## config.mk

```make
export PLATFORM = sky130hd
export DESIGN_NAME = control_unit
export DESIGN_NICKNAME = d
export VERILOG_FILES = /design/src/rtl/control_unit.sv
export SDC_FILE = /design/constraint.sdc
export NUM_CORES = 1
export LEC_CHECK = 0
export ABC_AREA = 0
export CORE_MARGIN = 2
export CORE_UTILIZATION = 35
export CTS_BUF_LIST = sky130_fd_sc_hd__clkbuf_16
export DETAILED_ROUTE_END_ITERATION = 6
export PLACE_DENSITY = 0.85
export SYNTH_ARGS = -nofsm -noshare
export SYNTH_HDL_FRONTEND = slang
export SYNTH_SLANG_ARGS = --single-unit
export TNS_END_PERCENT = 50
```

## constraint.sdc

```tcl
create_clock -name clk -period 1.65 [get_ports clk]
set_clock_uncertainty 0.1 [all_clocks]
set_input_delay 0.33 -clock clk [delete_from_list [all_inputs] [get_ports clk]]
set_output_delay 0.33 -clock clk [all_outputs]
set_load 0.05 [all_outputs]
```

## src/rtl/control_unit.sv

```systemverilog
// Multi-cycle RISC-V control FSM.
// Moore-style state machine. Outputs decode from the current state, with
// mem_ready and zero qualifying the strobes. All outputs are forced low while
// reset is asserted.
module control_unit #(
  parameter bit ILLEGAL_TRAP = 1'b1
) (
  input  logic       clk,
  input  logic       rst_n,
  input  logic [6:0] opcode,
  input  logic       zero,
  input  logic       mem_ready,
  output logic [1:0] alu_op,
  output logic [1:0] alu_src_a,
  output logic [1:0] alu_src_b,
  output logic [1:0] result_src,
  output logic       adr_src,
  output logic       ir_write,
  output logic       mem_write,
  output logic       reg_write,
  output logic       pc_write,
  output logic       illegal_instr,
  output logic [3:0] state
);

  localparam logic [3:0] S_FETCH    = 4'd0;
  localparam logic [3:0] S_DECODE   = 4'd1;
  localparam logic [3:0] S_MEMADR   = 4'd2;
  localparam logic [3:0] S_MEMREAD  = 4'd3;
  localparam logic [3:0] S_MEMWB    = 4'd4;
  localparam logic [3:0] S_MEMWRITE = 4'd5;
  localparam logic [3:0] S_EXECUTER = 4'd6;
  localparam logic [3:0] S_ALUWB    = 4'd7;
  localparam logic [3:0] S_EXECUTEI = 4'd8;
  localparam logic [3:0] S_JAL      = 4'd9;
  localparam logic [3:0] S_BEQ      = 4'd10;
  localparam logic [3:0] S_ILLEGAL  = 4'd11;

  localparam logic [6:0] OP_LW  = 7'b0000011;
  localparam logic [6:0] OP_SW  = 7'b0100011;
  localparam logic [6:0] OP_R   = 7'b0110011;
  localparam logic [6:0] OP_I   = 7'b0010011;
  localparam logic [6:0] OP_JAL = 7'b1101111;
  localparam logic [6:0] OP_BEQ = 7'b1100011;

  logic [3:0] state_q, state_d;
  logic       pc_update, branch;

  // Next-state selection; opcode only matters in DECODE and MEMADR.
  always_comb begin
    state_d = state_q;
    case (state_q)
      S_FETCH:    if (mem_ready) state_d = S_DECODE;
      S_DECODE: begin
        case (opcode)
          OP_LW, OP_SW: state_d = S_MEMADR;
          OP_R:         state_d = S_EXECUTER;
          OP_I:         state_d = S_EXECUTEI;
          OP_JAL:       state_d = S_JAL;
          OP_BEQ:       state_d = S_BEQ;
          default:      state_d = ILLEGAL_TRAP ? S_ILLEGAL : S_FETCH;
        endcase
      end
      S_MEMADR:   state_d = (opcode == OP_LW) ? S_MEMREAD : S_MEMWRITE;
      S_MEMREAD:  if (mem_ready) state_d = S_MEMWB;
      S_MEMWB:    state_d = S_FETCH;
      S_MEMWRITE: if (mem_ready) state_d = S_FETCH;
      S_EXECUTER: state_d = S_ALUWB;
      S_EXECUTEI: state_d = S_ALUWB;
      S_ALUWB:    state_d = S_FETCH;
      S_JAL:      state_d = S_ALUWB;
      S_BEQ:      state_d = S_FETCH;
      S_ILLEGAL:  state_d = S_FETCH;
      default:    state_d = S_FETCH;
    endcase
  end

  // State register; reset lands in FETCH without waiting for a clock edge.
  always_ff @(posedge clk or negedge rst_n) begin
    if (!rst_n) state_q <= S_FETCH;
    else        state_q <= state_d;
  end

  // Output decode; unknown codes 12-15 fall through with everything low.
  always_comb begin
    alu_op        = 2'b00;
    alu_src_a     = 2'b00;
    alu_src_b     = 2'b00;
    result_src    = 2'b00;
    adr_src       = 1'b0;
    ir_write      = 1'b0;
    mem_write     = 1'b0;
    reg_write     = 1'b0;
    illegal_instr = 1'b0;
    pc_update     = 1'b0;
    branch        = 1'b0;
    case (state_q)
      S_FETCH: begin
        alu_src_b  = 2'b10;
        result_src = 2'b10;
        ir_write   = mem_ready;
        pc_update  = mem_ready;
      end
      S_DECODE: begin
        alu_src_a = 2'b01;
        alu_src_b = 2'b01;
      end
      S_MEMADR: begin
        alu_src_a = 2'b10;
        alu_src_b = 2'b01;
      end
      S_MEMREAD:  adr_src = 1'b1;
      S_MEMWB: begin
        result_src = 2'b01;
        reg_write  = 1'b1;
      end
      S_MEMWRITE: begin
        adr_src   = 1'b1;
        mem_write = 1'b1;
      end
      S_EXECUTER: begin
        alu_src_a = 2'b10;
        alu_op    = 2'b10;
      end
      S_EXECUTEI: begin
        alu_src_a = 2'b10;
        alu_src_b = 2'b01;
        alu_op    = 2'b10;
      end
      S_ALUWB:    reg_write = 1'b1;
      S_JAL: begin
        alu_src_a = 2'b01;
        alu_src_b = 2'b10;
        pc_update = 1'b1;
      end
      S_BEQ: begin
        alu_src_a = 2'b10;
        alu_op    = 2'b01;
        branch    = 1'b1;
      end
      S_ILLEGAL:  illegal_instr = 1'b1;
      default: ;
    endcase
    pc_write = pc_update | (branch & zero);
    // Reset must silence everything, including strobes gated by mem_ready.
    if (!rst_n) begin
      alu_op        = 2'b00;
      alu_src_a     = 2'b00;
      alu_src_b     = 2'b00;
      result_src    = 2'b00;
      adr_src       = 1'b0;
      ir_write      = 1'b0;
      mem_write     = 1'b0;
      reg_write     = 1'b0;
      pc_write      = 1'b0;
      illegal_instr = 1'b0;
    end
  end

  assign state = state_q;

endmodule
```

==> results.md, run 1 <==
* Cts hold-fix bufs at 0
* Row count at 14
* Sequential-to-total area share from yosys stat at 0.176
* Die H at 44.3 um
* Die width at 44.3 um
* Global placement routability congestion at about 0.96
* Clock Sinks at 4
* Clk buf depth at 2
* Synthesized Nets at 90
* CTS root buf: clkbuf_16
* Ys flop type: dfrtp_1
* Synth Cell Area at 569 um^2
* Synth Instances at 79
* Post-CTS resize count at 25
* Yosys cell types at 34
* Ports at 29
* Error msg: [ERROR DPL-0038] Utilization greater than 100%, impossible to legalize
* Synth Register Bits at 4
* Yosys warns at 0
* Largest cells by area after synthesis: dfrtp_1 18%, nand2b_1 9.9%, a21oi_1 6.2%, nor2_1 5.9%, nor3_1 5.3%
* Area leader, netlist: dfrtp_1
* Starting Density at 0.374
* Status: did not finish
* Number of synthesized flops with an enable pin at 0
* Pre-CTS WS at -0.513 ns
* Synth async-reset ratio at 1.00
* Mapped Avg Cell Area at 7.21 um^2
* Num CTS Buffers at 3
* Post-DP HPWL at 2230 um
* # port buffers at 28
* Share of the synthesized area in the top cell type at 0.176
* H-tree depth at 1
* Post-CTS setup buffers at 6
* Fail Step: 4_1_cts
==> cells by family after synthesis <==
family                 Yosys count  share of synthesized area
buffers and inverters            6                     0.0571
flip-flops                       4                      0.176
XOR/XNOR                         1                     0.0154
AO/OA/AOI/OAI                   21                      0.233
AND/OR/NAND/NOR                 46                      0.499
multiplexers                     1                     0.0198
==> metrics by stage <==
stage          setup TNS, ns  cell area (um^2)  hold slack [ns]  instances   util
2_1_floorplan          -6.78               651          -0.0656         79      -
3_3_place_gp           -4.54              1370            0.565        154  0.901
3_5_place_dp           -5.87              1370            0.574        154  0.901
==> synth_stat cells (2+ instances only) <==
| library cell | n |
|---|---|
| nand2b_1 | 9 |
| nor2_1 | 9 |
| a21oi_1 | 7 |
| nand2_1 | 6 |
| nor3_1 | 6 |
| dfrtp_1 | 4 |
| o21ai_0 | 4 |
| nor2b_1 | 3 |
| and2_1 | 2 |
| buf_2 | 2 |
| clkbuf_1 | 2 |
| nand3b_1 | 2 |
| o221ai_1 | 2 |
==> run 2: changes to the inputs <==
--- a/config.mk
+++ b/config.mk
@@ -6,11 +6,10 @@
 export NUM_CORES = 1
 export LEC_CHECK = 0
 export ABC_AREA = 0
-export CORE_MARGIN = 2
-export CORE_UTILIZATION = 35
-export CTS_BUF_LIST = sky130_fd_sc_hd__clkbuf_16
+export CORE_AREA = 2 2 63 65
 export DETAILED_ROUTE_END_ITERATION = 6
-export PLACE_DENSITY = 0.85
+export DIE_AREA = 0 0 65 67
+export PLACE_DENSITY_LB_ADDON = 0.15
 export SYNTH_ARGS = -nofsm -noshare
 export SYNTH_HDL_FRONTEND = slang
 export SYNTH_SLANG_ARGS = --single-unit
==> constraint.sdc (replaced) <==
create_clock -name clk -period 2.1 [get_ports clk]
set_clock_uncertainty 0.1 [all_clocks]
set_input_delay 0.42 -clock clk [delete_from_list [all_inputs] [get_ports clk]]
set_output_delay 0.42 -clock clk [all_outputs]
set_load 0.05 [all_outputs]
==> run 2 against run 1 <==
Net effect:
- the flow now finishes without violations
- area after synthesis stayed put
- synthesized cell count unchanged
==> results.md, run 2 <==
* Die width at 65 um (was 44.3 um)
* First-iteration detailed-routing DRC count at 13
* Seq pwr share at 0.110
* Core Util, Final at 0.359
* Critical Path Start Type: register
* Starting Density at 0.158 (was 0.374)
* Area leader, netlist: dfrtp_1 (unchanged)
* Cells along the critical path: nand2b_4 > nor4_4 > and2_4 > or2_4 > buf_12
* Comb power frac at 0.803
* Die area at roughly 4400 um^2
* Synth async-reset ratio at 1.00 (unchanged)
* WP depth at 5
* Worst slew margin at 0.783
* Layout cells sized above 1 at 0.452
* Slowest CP cell: dfrtp_2
* Reg2Reg Setup Slack at around 0.19 ns
* Ys flop type: dfrtp_1 (unchanged)
* Largest net degree at the start of global routing at 18
* Data arrival, critical path at 1.53 ns
* Row count at 22 (was 14)
* Yosys cell types at 34 (unchanged)
* Crit path to: pc_write
* # port buffers at 28 (unchanged)
* Delay-heaviest family, CP: simple AND/OR/NAND/NOR gates
* CP endpoint kind: output port
* Max-slew violation count at 0
* Final hold vios at 0
* Num CTS Buffers at 3 (unchanged)
* WP data required at 1.58 ns
* Synth Register Bits at 4 (unchanged)
* Skew-Pair Late Insertion Delay at 0.22 ns
* Mapped Avg Cell Area at 7.21 um^2 (unchanged)
* Number of synthesized flops with an enable pin at 0 (unchanged)
* Initial antenna violation count at 0
* Synthesized Nets at 90 (unchanged)
* Max Fclk at roughly 490 MHz
* Status: complete, no violations (was did not finish)
* Crit-path max cell delay at 0.44 ns
* Total number of vias at 762
* Worst min path class: primary input to async pin
* Leak at 0.507 nW
* Clk buf depth at 2 (unchanged)
* Ant diodes at 0
* Least-Margin Pin Slew at 0.325 ns
* Total negative setup slack at 0 ns
* Bufs and invs on worst path at 1
* RSZ-0062 raised after global routing: yes
* P per Cell Area at 1510 nW/um^2
* Vias per cell at 4.43
* Grt ovf at 0
* Worst vdd ir at 0.512 mV
* Synth Cell Area at 569 um^2 (unchanged)
* Most frequent cells in the layout: 18 x buf_4, 16 x buf_12, 9 x nor2_1, 9 x clkdlybuf4s50_1, 7 x nand2b_1
* First drt pass iteration count at 4
* Final Instance Count excl. Fillers at roughly 170
* Syn-to-layout area delta at 127%
* Max reg flops at 4
* Reg2reg end: state[2]
* Tcrit/Tclk final at 0.974
* Routed WL per cell at 11.7 um
* ANT nets after route at 0
* Pre-CTS WS at -0.165 ns (was -0.513 ns)
* Most common cell after layout, fill and taps aside: buf_4
* Sequential-to-total area share from yosys stat at 0.176 (unchanged)
* H-tree depth at 1 (unchanged)
* Clock Sinks at 4 (unchanged)
* CTS tree: done
* Final Setup Violations at 0
* Post-route cell area at 1290 um^2
* Pint at 0.981 mW
* Nets@finish at 136
* Area after DPL at 1190 um^2 (was 1370 um^2)
* Residual DRC at 0
* Worst R2R Start: state[1]
* Total GRT Usage at 0.0940
* Yosys warns at 0 (unchanged)
* Vias in the first global route at 698
* Most common library cells after synthesis: 9 x nand2b_1, 9 x nor2_1, 7 x a21oi_1 (unchanged)
* Total core area at 3610 um^2
* Die H at 67 um (was 44.3 um)
* Sw Share at 0.498
* Post-DP HPWL at 1640 um (was 2230 um)
* Post-route setup slack at 0.0547 ns
* Clock slew at reported path FFs at 0.03 ns
* Minimum clock period at 2.05 ns
* Global placement routability congestion at 0.728 (was 0.963)
* Global-route wire length before repair at between 3000 and 4000 um
* Synth Instances at 79 (unchanged)
* CTS root buf: clkbuf_8 (was clkbuf_16)
* Switching power at ~0.97 mW
* Share of the synthesized area in the top cell type at 0.176 (unchanged)
* Final WL at 2020 um
* Clk pwr share at 0.086
* Largest cells by area after synthesis: dfrtp_1 18%, nand2b_1 9.9%, a21oi_1 6.2%, nor2_1 5.9%, nor3_1 5.3% (unchanged)
* MaxCap Viol Count at 0
* Kind of critical path: register to output port
* Worst-path fanout max at 7
* Placed cell count at 162 (was 154)
* Register-to-Register Path Depth at 5
* Ports at 29 (unchanged)
* Worst Setup SP: state[0]
## run 2: layout make-up
cell class / instances / area [um^2]
clock buffers: 4 / 45.0
fillers: 381 / 2310
inverters: 1 / 3.75
multi-input cells: 69 / 510
flip-flops and latches: 4 / 104
well taps: 48 / 60.1
repair buffers: 46 / 571
## run 2: power by group through the flow
stage                     sequential, mW  clock [mW]  combinational (mW)
final                              0.216       0.168                1.57
after CTS                          0.244       0.174                1.46
after global placement             0.240           0                1.45
after detailed placement           0.244           0                1.45
after floorplan                    0.305           0               0.788
after global routing               0.225       0.180                1.66
## run 2: routing by layer
metal | vias up | global-route usage | wire length, um
met5 | - | 0 | 0
met1 | 349 | 0.117 | 885
met2 | 32 | 0.171 | 1000
met4 | 0 | 0.0239 | 0
li1 | 381 | - | -
met3 | 0 | 0.0101 | 129
## run 2: per-stage QoR
stage,power [mW],hold WS (ns)
floorplan,1.09,0.0244
global placement,1.69,0.557
detailed placement,1.69,0.545
CTS,1.88,0.214
global route,2.07,0.224
finish,1.95,0.215
## run 2: repair_timing
item | CTS | global route
gates resized for setup | 3 | 3
pin swaps | 1 | 1
setup buffers | 0 | 6
setup endpoints to repair | 13 | 5
hold buffers | 0 | 0
## run 2: cells by family (layout without fill, tap and decap cells)
logic type | Yosys count | count (layout) | synth area share
flops | 4 | 4 | 0.176
compound gates | 21 | 21 | 0.233
mux | 1 | 1 | 0.0198
xor+xnor | 1 | 1 | 0.0154
buf+inv | 6 | 51 | 0.0571
simple gates | 46 | 46 | 0.499
## run 2: worst min path at each step
| stage | end | slack (ns) | cells after the start |
|---|---|---|---|
| finish | state[1] | 0.21 | 2 |
| global placement | state[2] | 0.56 | 1 |
| global route | state[1] | 0.22 | 2 |
| floorplan | state[0] | 0.02 | 0 |
| CTS | state[1] | 0.21 | 2 |
| detailed placement | state[2] | 0.54 | 1 |
(Power assumes the default switching activity.)
==> run 3: changes to the inputs <==
--- a/config.mk
+++ b/config.mk
@@ -6,6 +6,7 @@
 export NUM_CORES = 1
 export LEC_CHECK = 0
 export ABC_AREA = 0
+export ABC_CLOCK_PERIOD_IN_PS = 2100
 export CORE_AREA = 2 2 63 65
 export DETAILED_ROUTE_END_ITERATION = 6
 export DIE_AREA = 0 0 65 67
==> results of run 3 <==
Same layout as run 2: the final DEF is identical, and so are final timing and power.
==> run 4: changes to the inputs <==
--- a/config.mk
+++ b/config.mk
@@ -10,6 +10,7 @@
 export CORE_AREA = 2 2 63 65
 export DETAILED_ROUTE_END_ITERATION = 6
 export DIE_AREA = 0 0 65 67
+export MAX_ROUTING_LAYER = met4
 export PLACE_DENSITY_LB_ADDON = 0.15
 export SYNTH_ARGS = -nofsm -noshare
 export SYNTH_HDL_FRONTEND = slang
==> results of run 4 <==
Same layout as run 2: the final DEF is identical, and so are final timing and power.
Main changes from that run: final weighted congestion in routability-driven placement 0.728 -> 0.737; overall routing resource usage 0.0940 -> 0.0965
